$ cat src/rtl/ccg_bist_pkg.sv
// Shared types and step functions for the ccg BIST harness.
// Step functions work on 64-bit containers; callers pass the active width.
package ccg_bist_pkg;

  typedef enum logic [1:0] {
    IDLE  = 2'd0,
    RUN   = 2'd1,
    DRAIN = 2'd2,
    DONE  = 2'd3
  } bist_state_t;

  localparam logic [26:0] DEF_LFSR_POLY = 27'h4000027;
  localparam logic [28:0] DEF_MISR_POLY = 29'h10000005;

  // Galois shift: drop the MSB, fold it back through the taps.
  function automatic logic [63:0] lfsr_step(input logic [63:0] state,
                                            input logic [63:0] poly,
                                            input int          width);
    logic [63:0] mask;
    mask = (width >= 64) ? '1 : ((64'd1 << width) - 64'd1);
    return ((state << 1) & mask) ^ (state[6'(width - 1)] ? poly : 64'd0);
  endfunction

  function automatic logic [63:0] misr_step(input logic [63:0] state,
                                            input logic [63:0] poly,
                                            input logic [63:0] data,
                                            input int          width);
    return lfsr_step(state, poly, width) ^ data;
  endfunction

endpackage

$ cat src/rtl/ccg_lfsr_gen.sv
// Galois LFSR pattern source: loads a seed (zero replaced by 1) and steps on enable.
module ccg_lfsr_gen
  import ccg_bist_pkg::*;
#(
  parameter int           W    = 27,
  parameter logic [W-1:0] POLY = DEF_LFSR_POLY
) (
  input  logic         clk,
  input  logic         rst_n,
  input  logic         load,
  input  logic         step,
  input  logic [W-1:0] seed,
  output logic [W-1:0] state
);

  logic [W-1:0] seed_eff;

  // An all-zero Galois LFSR never leaves zero.
  assign seed_eff = (seed == '0) ? W'(1) : seed;

  always_ff @(posedge clk or negedge rst_n) begin
    if (!rst_n) begin
      state <= '0;
    end else if (load) begin
      state <= seed_eff;
    end else if (step) begin
      state <= W'(lfsr_step(64'(state), 64'(POLY), W));
    end
  end

endmodule

$ cat src/rtl/ccg_bist_harness.sv
// BIST wrapper: LFSR patterns into a DUT cone, MISR compaction, signature compare.
// Optional macro CCG_BIST_XMASK_EN adds an xmask port that zeroes selected outputs before capture.
//   state | meaning
//   IDLE  | waiting for start; last signature/pass held
//   RUN   | one pattern per cycle on dut_in
//   DRAIN | dut_in held while the DUT pipeline empties
//   DONE  | one-cycle done pulse with pass
module ccg_bist_harness
  import ccg_bist_pkg::*;
#(
  parameter int               N_IN      = 27,
  parameter int               N_OUT     = 29,
  parameter logic [N_IN-1:0]  LFSR_POLY = DEF_LFSR_POLY,
  parameter logic [N_OUT-1:0] MISR_POLY = DEF_MISR_POLY,
  parameter int               CNT_W     = 16,
  parameter int               DUT_LAT   = 0
) (
  input  logic             clk,
  input  logic             rst_n,
  input  logic             start,
  input  logic [N_IN-1:0]  seed,
  input  logic [CNT_W-1:0] n_pat,
  input  logic [N_OUT-1:0] exp_sig,
  output logic [N_IN-1:0]  dut_in,
  input  logic [N_OUT-1:0] dut_out,
`ifdef CCG_BIST_XMASK_EN
  input  logic [N_OUT-1:0] xmask,
`endif
  output logic             busy,
  output logic             done,
  output logic             pass,
  output logic [N_OUT-1:0] signature
);

  bist_state_t      state;
  logic [CNT_W-1:0] cnt;
  logic [CNT_W-1:0] last_idx;
  logic [N_OUT-1:0] exp_r;
  logic [N_OUT-1:0] misr;
  logic [N_OUT-1:0] cap_data;
  logic [N_OUT-1:0] misr_upd;
  logic             cap_valid;
  logic             drain_last;
  logic             lfsr_load;
  logic             lfsr_adv;

  assign lfsr_load = (state == IDLE) && start;
  // The LFSR stops on the final pattern so dut_in holds through DRAIN.
  assign lfsr_adv  = (state == RUN) && (cnt != last_idx);

  ccg_lfsr_gen #(
    .W    (N_IN),
    .POLY (LFSR_POLY)
  ) u_lfsr (
    .clk   (clk),
    .rst_n (rst_n),
    .load  (lfsr_load),
    .step  (lfsr_adv),
    .seed  (seed),
    .state (dut_in)
  );

`ifdef CCG_BIST_XMASK_EN
  logic [N_OUT-1:0] xmask_r;

  always_ff @(posedge clk or negedge rst_n) begin
    if (!rst_n) begin
      xmask_r <= '0;
    end else if (lfsr_load) begin
      xmask_r <= xmask;
    end
  end

  assign cap_data = dut_out & ~xmask_r;
`else
  assign cap_data = dut_out;
`endif

  // Valid pipe marks which cycle carries the response to each pattern.
  generate
    if (DUT_LAT > 0) begin : g_vpipe
      logic [DUT_LAT-1:0] vpipe;
      logic [DUT_LAT-1:0] vpipe_sh;

      assign vpipe_sh = (vpipe << 1) | DUT_LAT'(state == RUN);

      always_ff @(posedge clk or negedge rst_n) begin
        if (!rst_n) begin
          vpipe <= '0;
        end else begin
          vpipe <= vpipe_sh;
        end
      end

      assign cap_valid  = vpipe[DUT_LAT-1];
      assign drain_last = (vpipe_sh == '0);
    end else begin : g_no_vpipe
      assign cap_valid  = (state == RUN);
      assign drain_last = 1'b1;
    end
  endgenerate

  assign misr_upd  = cap_valid
                   ? N_OUT'(misr_step(64'(misr), 64'(MISR_POLY), 64'(cap_data), N_OUT))
                   : misr;
  assign signature = misr;

  always_ff @(posedge clk or negedge rst_n) begin
    if (!rst_n) begin
      state    <= IDLE;
      cnt      <= '0;
      last_idx <= '0;
      exp_r    <= '0;
      misr     <= '0;
      busy     <= 1'b0;
      done     <= 1'b0;
      pass     <= 1'b0;
    end else begin
      done <= 1'b0;
      misr <= misr_upd;
      unique case (state)
        IDLE: begin
          if (start) begin
            last_idx <= (n_pat == '0) ? '0 : n_pat - CNT_W'(1);
            exp_r    <= exp_sig;
            misr     <= '0;
            cnt      <= '0;
            pass     <= 1'b0;
            busy     <= 1'b1;
            state    <= RUN;
          end
        end
        RUN: begin
          cnt <= cnt + CNT_W'(1);
          if (cnt == last_idx) begin
            if (DUT_LAT == 0) begin
              busy  <= 1'b0;
              done  <= 1'b1;
              pass  <= (misr_upd == exp_r);
              state <= DONE;
            end else begin
              state <= DRAIN;
            end
          end
        end
        DRAIN: begin
          if (drain_last) begin
            busy  <= 1'b0;
            done  <= 1'b1;
            pass  <= (misr_upd == exp_r);
            state <= DONE;
          end
        end
        DONE: begin
          state <= IDLE;
        end
        default: begin
          state <= IDLE;
        end
      endcase
    end
  end

endmodule
$ cat config.mk
export PLATFORM = sky130hd
export DESIGN_NAME = ccg_bist_harness
export DESIGN_NICKNAME = d
export VERILOG_FILES = /design/src/rtl/ccg_bist_pkg.sv /design/src/rtl/ccg_lfsr_gen.sv /design/src/rtl/ccg_bist_harness.sv
export SDC_FILE = /design/constraint.sdc
export NUM_CORES = 1
export LEC_CHECK = 0
export CAP_MARGIN = 20
export CORE_UTILIZATION = 29
export DETAILED_ROUTE_END_ITERATION = 7
export PLACE_DENSITY_LB_ADDON = 0.15
export SLEW_MARGIN = 20
export SYNTH_ARGS = -nofsm -noshare
export SYNTH_HDL_FRONTEND = slang
export SYNTH_SLANG_ARGS = --single-unit
export TNS_END_PERCENT = 10
$ cat constraint.sdc
create_clock -name clk -period 1.8 [get_ports clk]
set_input_delay 0.36 -clock clk [delete_from_list [all_inputs] [get_ports clk]]
set_output_delay 0.36 -clock clk [all_outputs]
set_load 0.02 [all_outputs]
==> flow_summary_export.csv, run 1 <==
group,metric,value,unit
routing,via_per_inst,4.67,
routing,wl_per_cell,15.5,um
clock_tree,clk_path_buf_depth,2,
layout,final_area,10600,um^2
timing,worst_slew_pin_slew,571,ps
pwr,power.density,1820,nW/um^2
clock_tree,clk_latency,430,ps
clock_tree,cts.sinks,122,
floorplan,core,22000,um^2
timing,skew,13.7,ps
logic_synthesis,yosys.area.top_type,"dfrtp_1",
layout,area_growth,61.3,%
pwr,peakVddDrop,0.778,mV
logic_synthesis,synth.avg_cell_area,9.18,um^2
timing,relSlewSlack,0.618,
logic_synthesis,yosys_warnings,0,
critical_path,crit_arrival,2310,ps
floorplan,start_util,0.299,
outcome,violations,"DRC, setup timing",
clock_tree,cts_buffers,17,
timing,rsz0062_at_grt,"true",
timing,hold_violations,0,
routing,wirelength,20400,um
layout,nFillCells,2151,
critical_path,rr_worst_depth,9,
routing,drtIter0Drc,298,
place,place.gp.congestion,0.847,
critical_path,startpoint_type,"flip-flop",
routing,firstDrtPassIters,7,
routing,route.vias.total,6137,
place,hpwl,15400,um
logic_synthesis,synth_area_leaders,"dfrtp_1 46%, xnor2_1 9.0%, nand2_1 8.2%, xor2_1 4.8%, nor2_1 4.6%",
floorplan,io_pins,163,
floorplan,row_count,54,
place,pre_cts_ws,-612,ps
clock_tree,root_buffer,"clkbuf_16",
logic_synthesis,async_flop_share,1.00,
logic_synthesis,synth_seq_cells,122,
timing,post-route-period-util,1.09,
logic_synthesis,synth_ff_type,"dfrtp_1",
critical_path,r2r_end,"pass",
logic_synthesis,synth_area,6580,um^2
critical_path,crit_fanout,5,
logic_synthesis,synth_nets,829,
timing,whs,400,ps
critical_path,r2r_start,"state[1]",
timing,min_period,1970,ps
layout,final_nets,1133,
grt,grt_max_degree,38,
place,io_buffers,162,
grt,grt_pass1_wl,32800,um
floorplan,dieArea,23300,um^2
clock_tree,cts.clk_slew.worst_paths,60,ps
place,placed_area,9610,um^2
critical_path,worstSetupEndpointType,"flip-flop",
clock_tree,htree_levels,4,
outcome,status,"complete, but fails checks",
clock_tree,cts_tree,"built",
grt,gr-total-overflow,0,
logic_synthesis,synth_common_cells,"143 x nand2_1, 122 x dfrtp_1, 81 x nor2_1",
routing,ant_nets,0,
grt,antenna_found_initial,1,
timing,slew_viol_final,0,
pwr,leakage,4.73,nW
layout,fin_util,0.482,
logic_synthesis,ys_seq_area_frac,0.464,
timing,setup_ws,-169,ps
floorplan,die_h,153,um
layout,multiInputGateArea,3560,um^2
logic_synthesis,synth_edf_count,0,
hold_path,hp-class,"in2async",
critical_path,rrSetupSlack,-170,ps
logic_synthesis,synth.most_common_cell,"nand2_1",
critical_path,required,2140,ps
logic_synthesis,synth_cells,717,
run,cap_violations,0,
grt,grt_usage,0.181,
floorplan,chipWidth,153,um
critical_path,worst-setup-path-type,"reg2reg",
timing,setup_viol,27,
logic_synthesis,synth_cell_types,54,
layout,layout-drive-gt1-share,0.236,
logic_synthesis,synthDominantCellAreaShare,0.464,
timing,max_freq,508,MHz
grt,first_global_vias,6173,
layout,register_area,3050,um^2
routing,drcViolationCount,10,
## kinds of logic after synthesis
family,after synthesis,synth area share
AO/OA/AOI/OAI,130,0.127
adder cells (fa/ha/maj),8,0.0152
buffers and inverters,52,0.0357
multiplexers,7,0.0116
flip-flops,122,0.464
AND/OR/NAND/NOR,289,0.192
XOR/XNOR,109,0.155
## power by group
| part | switching [mW] | internal [mW] | total, mW | leakage (nW) |
|---|---|---|---|---|
| Combinational | 5.34 | 5.08 | 10.4 | 2.93 |
| Clock | 1.32 | 2.46 | 3.78 | 0.303 |
| Sequential | 1.09 | 4.01 | 5.10 | 1.50 |
## cell usage in the layout, fill, tap and decap left out, drive strengths merged, types with 7 or more instances in the layout
cell and n:
a211oi 32, a21oi 19, a31oi 15, buf 158, clkbuf 19, clkdlybuf4s50 104
dfrtp 122, dlygate4sd2 49, dlymetal6s2s 7, ha 8, inv 19, nand2 144
nand4 9, nor2 81, nor3 12, nor4 16, o21ai 44, xnor2 69
xor2 36
## cell type report
class,instances,area share
Multi-Input combinational cell,543,0.335
Timing Repair Buffer,320,0.277
Tap cell,280,0.0330
Clock buffer,18,0.0404
Clock inverter,14,0.0207
Inverter,17,0.00624
Antenna cell,1,0.000236
Sequential cell,122,0.288
## worst max-delay path: stages, from the launching register on
cell and delay [ps]:
dfrtp_1 400, inv_2 80, ha_4 150, buf_4 140, mux2i_4 250, xnor2_2 100
a2111oi_2 280, buf_4 160, nand4_1 110, o31ai_2 220
## worst max-delay path by stage
stage | from | endpoint | slack, ps | depth (start not counted)
2_1_floorplan | state[1] | pass | -80 | 9
3_3_place_gp | dut_out[23] | pass | -590 | 7
3_5_place_dp | dut_out[23] | pass | -610 | 7
4_1_cts | state[1] | pass | -140 | 8
5_1_grt | state[1] | pass | -310 | 9
6_report | state[1] | pass | -170 | 9
## repair_timing
action                                  4_1_cts  5_1_grt
pin swaps                                     3       20
buffers inserted                              4        9
hold endpoints to repair                     22        0
endpoints found under the setup margin       93       69
hold buffers                                  1        0
gates resized for setup                      76       52
gates cloned                                  0        1
## per-layer routing
layer / up-vias / part of all wire / track usage
met5: - / 0 / 0
met4: 0 / 0.0086 / 0.0476
met3: 9 / 0.077 / 0.0614
met2: 159 / 0.44 / 0.268
met1: 2903 / 0.47 / 0.249
li1: 3066 / - / -
## per-stage QoR
step                cells  power [mW]  TNS, ps
floorplan             717        10.4     -487
global placement     1269        15.0   -12880
detailed placement   1269        15.1   -13590
CTS                  1306        18.8    -2240
global route         1314        20.6    -4960
finish               1315        19.3     -999
## registers in the layout, summed over array words and instances, names as in the netlist
register / count
cnt: 16
signature: 29
last_idx: 16
done: 1
pass: 1
busy: 1
exp_r: 29
u_lfsr.state: 27
state: 2
Power figures use the tool's default switching activity.
==> run 2, diff against run 1 <==
--- a/config.mk
+++ b/config.mk
@@ -5,9 +5,10 @@
 export SDC_FILE = /design/constraint.sdc
 export NUM_CORES = 1
 export LEC_CHECK = 0
-export CAP_MARGIN = 20
+export CAP_MARGIN = 40
 export CORE_UTILIZATION = 29
 export DETAILED_ROUTE_END_ITERATION = 7
+export GPL_TIMING_DRIVEN = 1
 export PLACE_DENSITY_LB_ADDON = 0.15
 export SLEW_MARGIN = 20
 export SYNTH_ARGS = -nofsm -noshare
==> results of run 2 <==
Same layout as run 1: the final DEF is identical, and so are final timing and power.
==> run 3, diff against run 2 <==
--- a/config.mk
+++ b/config.mk
@@ -6,7 +6,7 @@
 export NUM_CORES = 1
 export LEC_CHECK = 0
 export CAP_MARGIN = 40
-export CORE_UTILIZATION = 29
+export CORE_UTILIZATION = 45
 export DETAILED_ROUTE_END_ITERATION = 7
 export GPL_TIMING_DRIVEN = 1
 export PLACE_DENSITY_LB_ADDON = 0.15
==> run 3 against run 2 <==
The run ends with setup timing left. Clock power is 7.4% lower. Cell count is 8.6% lower. Sequential share of layout area is 0.93 points higher. First-iteration DRC count is 31% higher. Fmax is 0.29% lower. Largest cell class unchanged.
==> flow_summary_export.csv, run 3 (synthesis gave the netlist of run 1 again) <==
group,metric,value,unit
outcome,status,"complete, but fails checks",
outcome,violations,"setup timing",
pwr,peakVddDrop,1.06,mV
place,io_buffers,162,
floorplan,die_h,123,um
timing,max_freq,506,MHz
floorplan,row_count,43,
place,placed_area,9400,um^2
critical_path,worstSetupEndpointType,"flip-flop",
grt,grt_usage,0.270,
routing,drcViolationCount,0,
timing,min_period,1970,ps
floorplan,dieArea,15100,um^2
timing,post-route-period-util,1.10,
critical_path,rr_worst_depth,6,
timing,whs,438,ps
clock_tree,cts_tree,"built",
layout,final_nets,1121,
clock_tree,cts.clk_slew.worst_paths,60,ps
critical_path,required,2130,ps
clock_tree,cts.sinks,122,
timing,relSlewSlack,0.677,
routing,drtIter0Drc,390,
layout,final_common_cell,"nand2_1",
pwr,power.density,1840,nW/um^2
timing,rsz0062_at_grt,"true",
timing,hold_violations,0,
routing,ant_nets,0,
grt,antenna_found_initial,0,
layout,mostFrequentLayoutCells,"140 x nand2_1, 131 x buf_4, 120 x dfrtp_1, 104 x clkdlybuf4s50_1",
critical_path,worst-setup-path-type,"reg2reg",
timing,skew,10.6,ps
layout,area_growth,56.3,%
grt,gr-total-overflow,0,
routing,firstDrtPassIters,5,
critical_path,startpoint_type,"flip-flop",
clock_tree,clk_latency,430,ps
floorplan,core,14100,um^2
clock_tree,clk_path_buf_depth,2,
place,hpwl,14400,um
timing,setup_viol,38,
floorplan,io_pins,163,
layout,final_area,10300,um^2
floorplan,chipWidth,123,um
clock_tree,htree_levels,4,
layout,n_antenna_cell,0,
timing,finalSetupTns,-4340,ps
routing,route.vias.total,6428,
timing,setup_ws,-175,ps
grt,grt_max_degree,45,
run,cap_violations,0,
critical_path,crit_fanout,7,
routing,via_per_inst,5.35,
critical_path,crit_arrival,2300,ps
clock_tree,cts_buffers,17,
timing,worst_slew_pin_slew,485,ps
clock_tree,root_buffer,"clkbuf_16",
grt,grt_pass1_wl,31100,um
hold_path,hp-class,"in2async",
routing,wl_per_cell,16.5,um
pwr,leakage,4.71,nW
place,place.gp.congestion,0.907,
timing,slew_viol_final,0,
floorplan,start_util,0.467,
routing,wirelength,19900,um
layout,nFillCells,1059,
grt,first_global_vias,6389,
layout,layout-drive-gt1-share,0.224,
[run 3: cell count changes in the layout (fill, tap and decap cells not counted), moves of 3 or more]
cell and delta:
buf_6 -5, dlygate4sd2_1 -9, nor2_1 -5, dlymetal6s2s_1 +10
nor2_4 -3, nor2_2 +8, buf_4 -7
[run 3: layer usage]
| layer | global-route usage | share of wire | vias to the layer above |
|---|---|---|---|
| met5 | 0 | 0 | - |
| met4 | 0.118 | 0.028 | 0 |
| met3 | 0.0747 | 0.073 | 40 |
| met2 | 0.441 | 0.49 | 269 |
| met1 | 0.335 | 0.41 | 3081 |
| li1 | - | - | 3038 |
[run 3: cell type report]
cell class / instances / area (um^2) / share of cell area
clock buffer: 18 / 429 / 0.0417
clock inverter: 14 / 174 / 0.0169
inverter: 17 / 63.8 / 0.00620
multi-input combinational: 543 / 3490 / 0.340
sequential: 122 / 3060 / 0.297
tap: 180 / 225 / 0.0219
timing repair buffer: 308 / 2850 / 0.277
[run 3: worst max-delay path, stage by stage, from the launching register on]
cell      delay, ps
dfrtp_1         410
xnor2_2         200
nand4_1         220
o41ai_4         420
buf_6           210
nand3b_2        160
o31ai_2         270
[run 3: power by group]
part,switching (mW),total [mW],internal [mW]
Sequential,1.15,5.16,4.01
Combinational,5.27,10.3,4.99
Clock,1.32,3.50,2.18
Total,7.74,18.9,11.2
[run 3: worst paths after layout]
check,endpoint,start,slack [ps]
worst max register to register,pass,last_idx[10],-170
min in group clk,exp_r[24],exp_sig[24],470
worst min-delay path,exp_r[27],rst_n,440
worst max-delay path,pass,last_idx[10],-170
worst min register to register,exp_r[2],exp_r[2],500
max in group asynchronous,signature[23],rst_n,740
[run 3: through the flow]
| stage | instances | setup WS (ps) | power [mW] | utilization |
|---|---|---|---|---|
| 5_1_grt | 1202 | -261 | 20.1 | 0.730 |
| 6_report | 1202 | -175 | 18.9 | 0.730 |
| 4_1_cts | 1199 | -159 | 18.6 | 0.716 |
| 3_5_place_dp | 1161 | -601 | 15.0 | 0.667 |
| 2_1_floorplan | 717 | -84.5 | 10.4 | - |
| 3_3_place_gp | 1161 | -564 | 14.7 | 0.667 |
[run 3: what timing repair did]
item | 4_1_cts | 5_1_grt
hold buffers | 1 | 0
resized for setup | 71 | 49
pin swaps | 14 | 10
cloned | 1 | 0
buffers inserted | 4 | 3
setup endpoints to repair | 82 | 86
hold endpoints to repair | 34 | 0
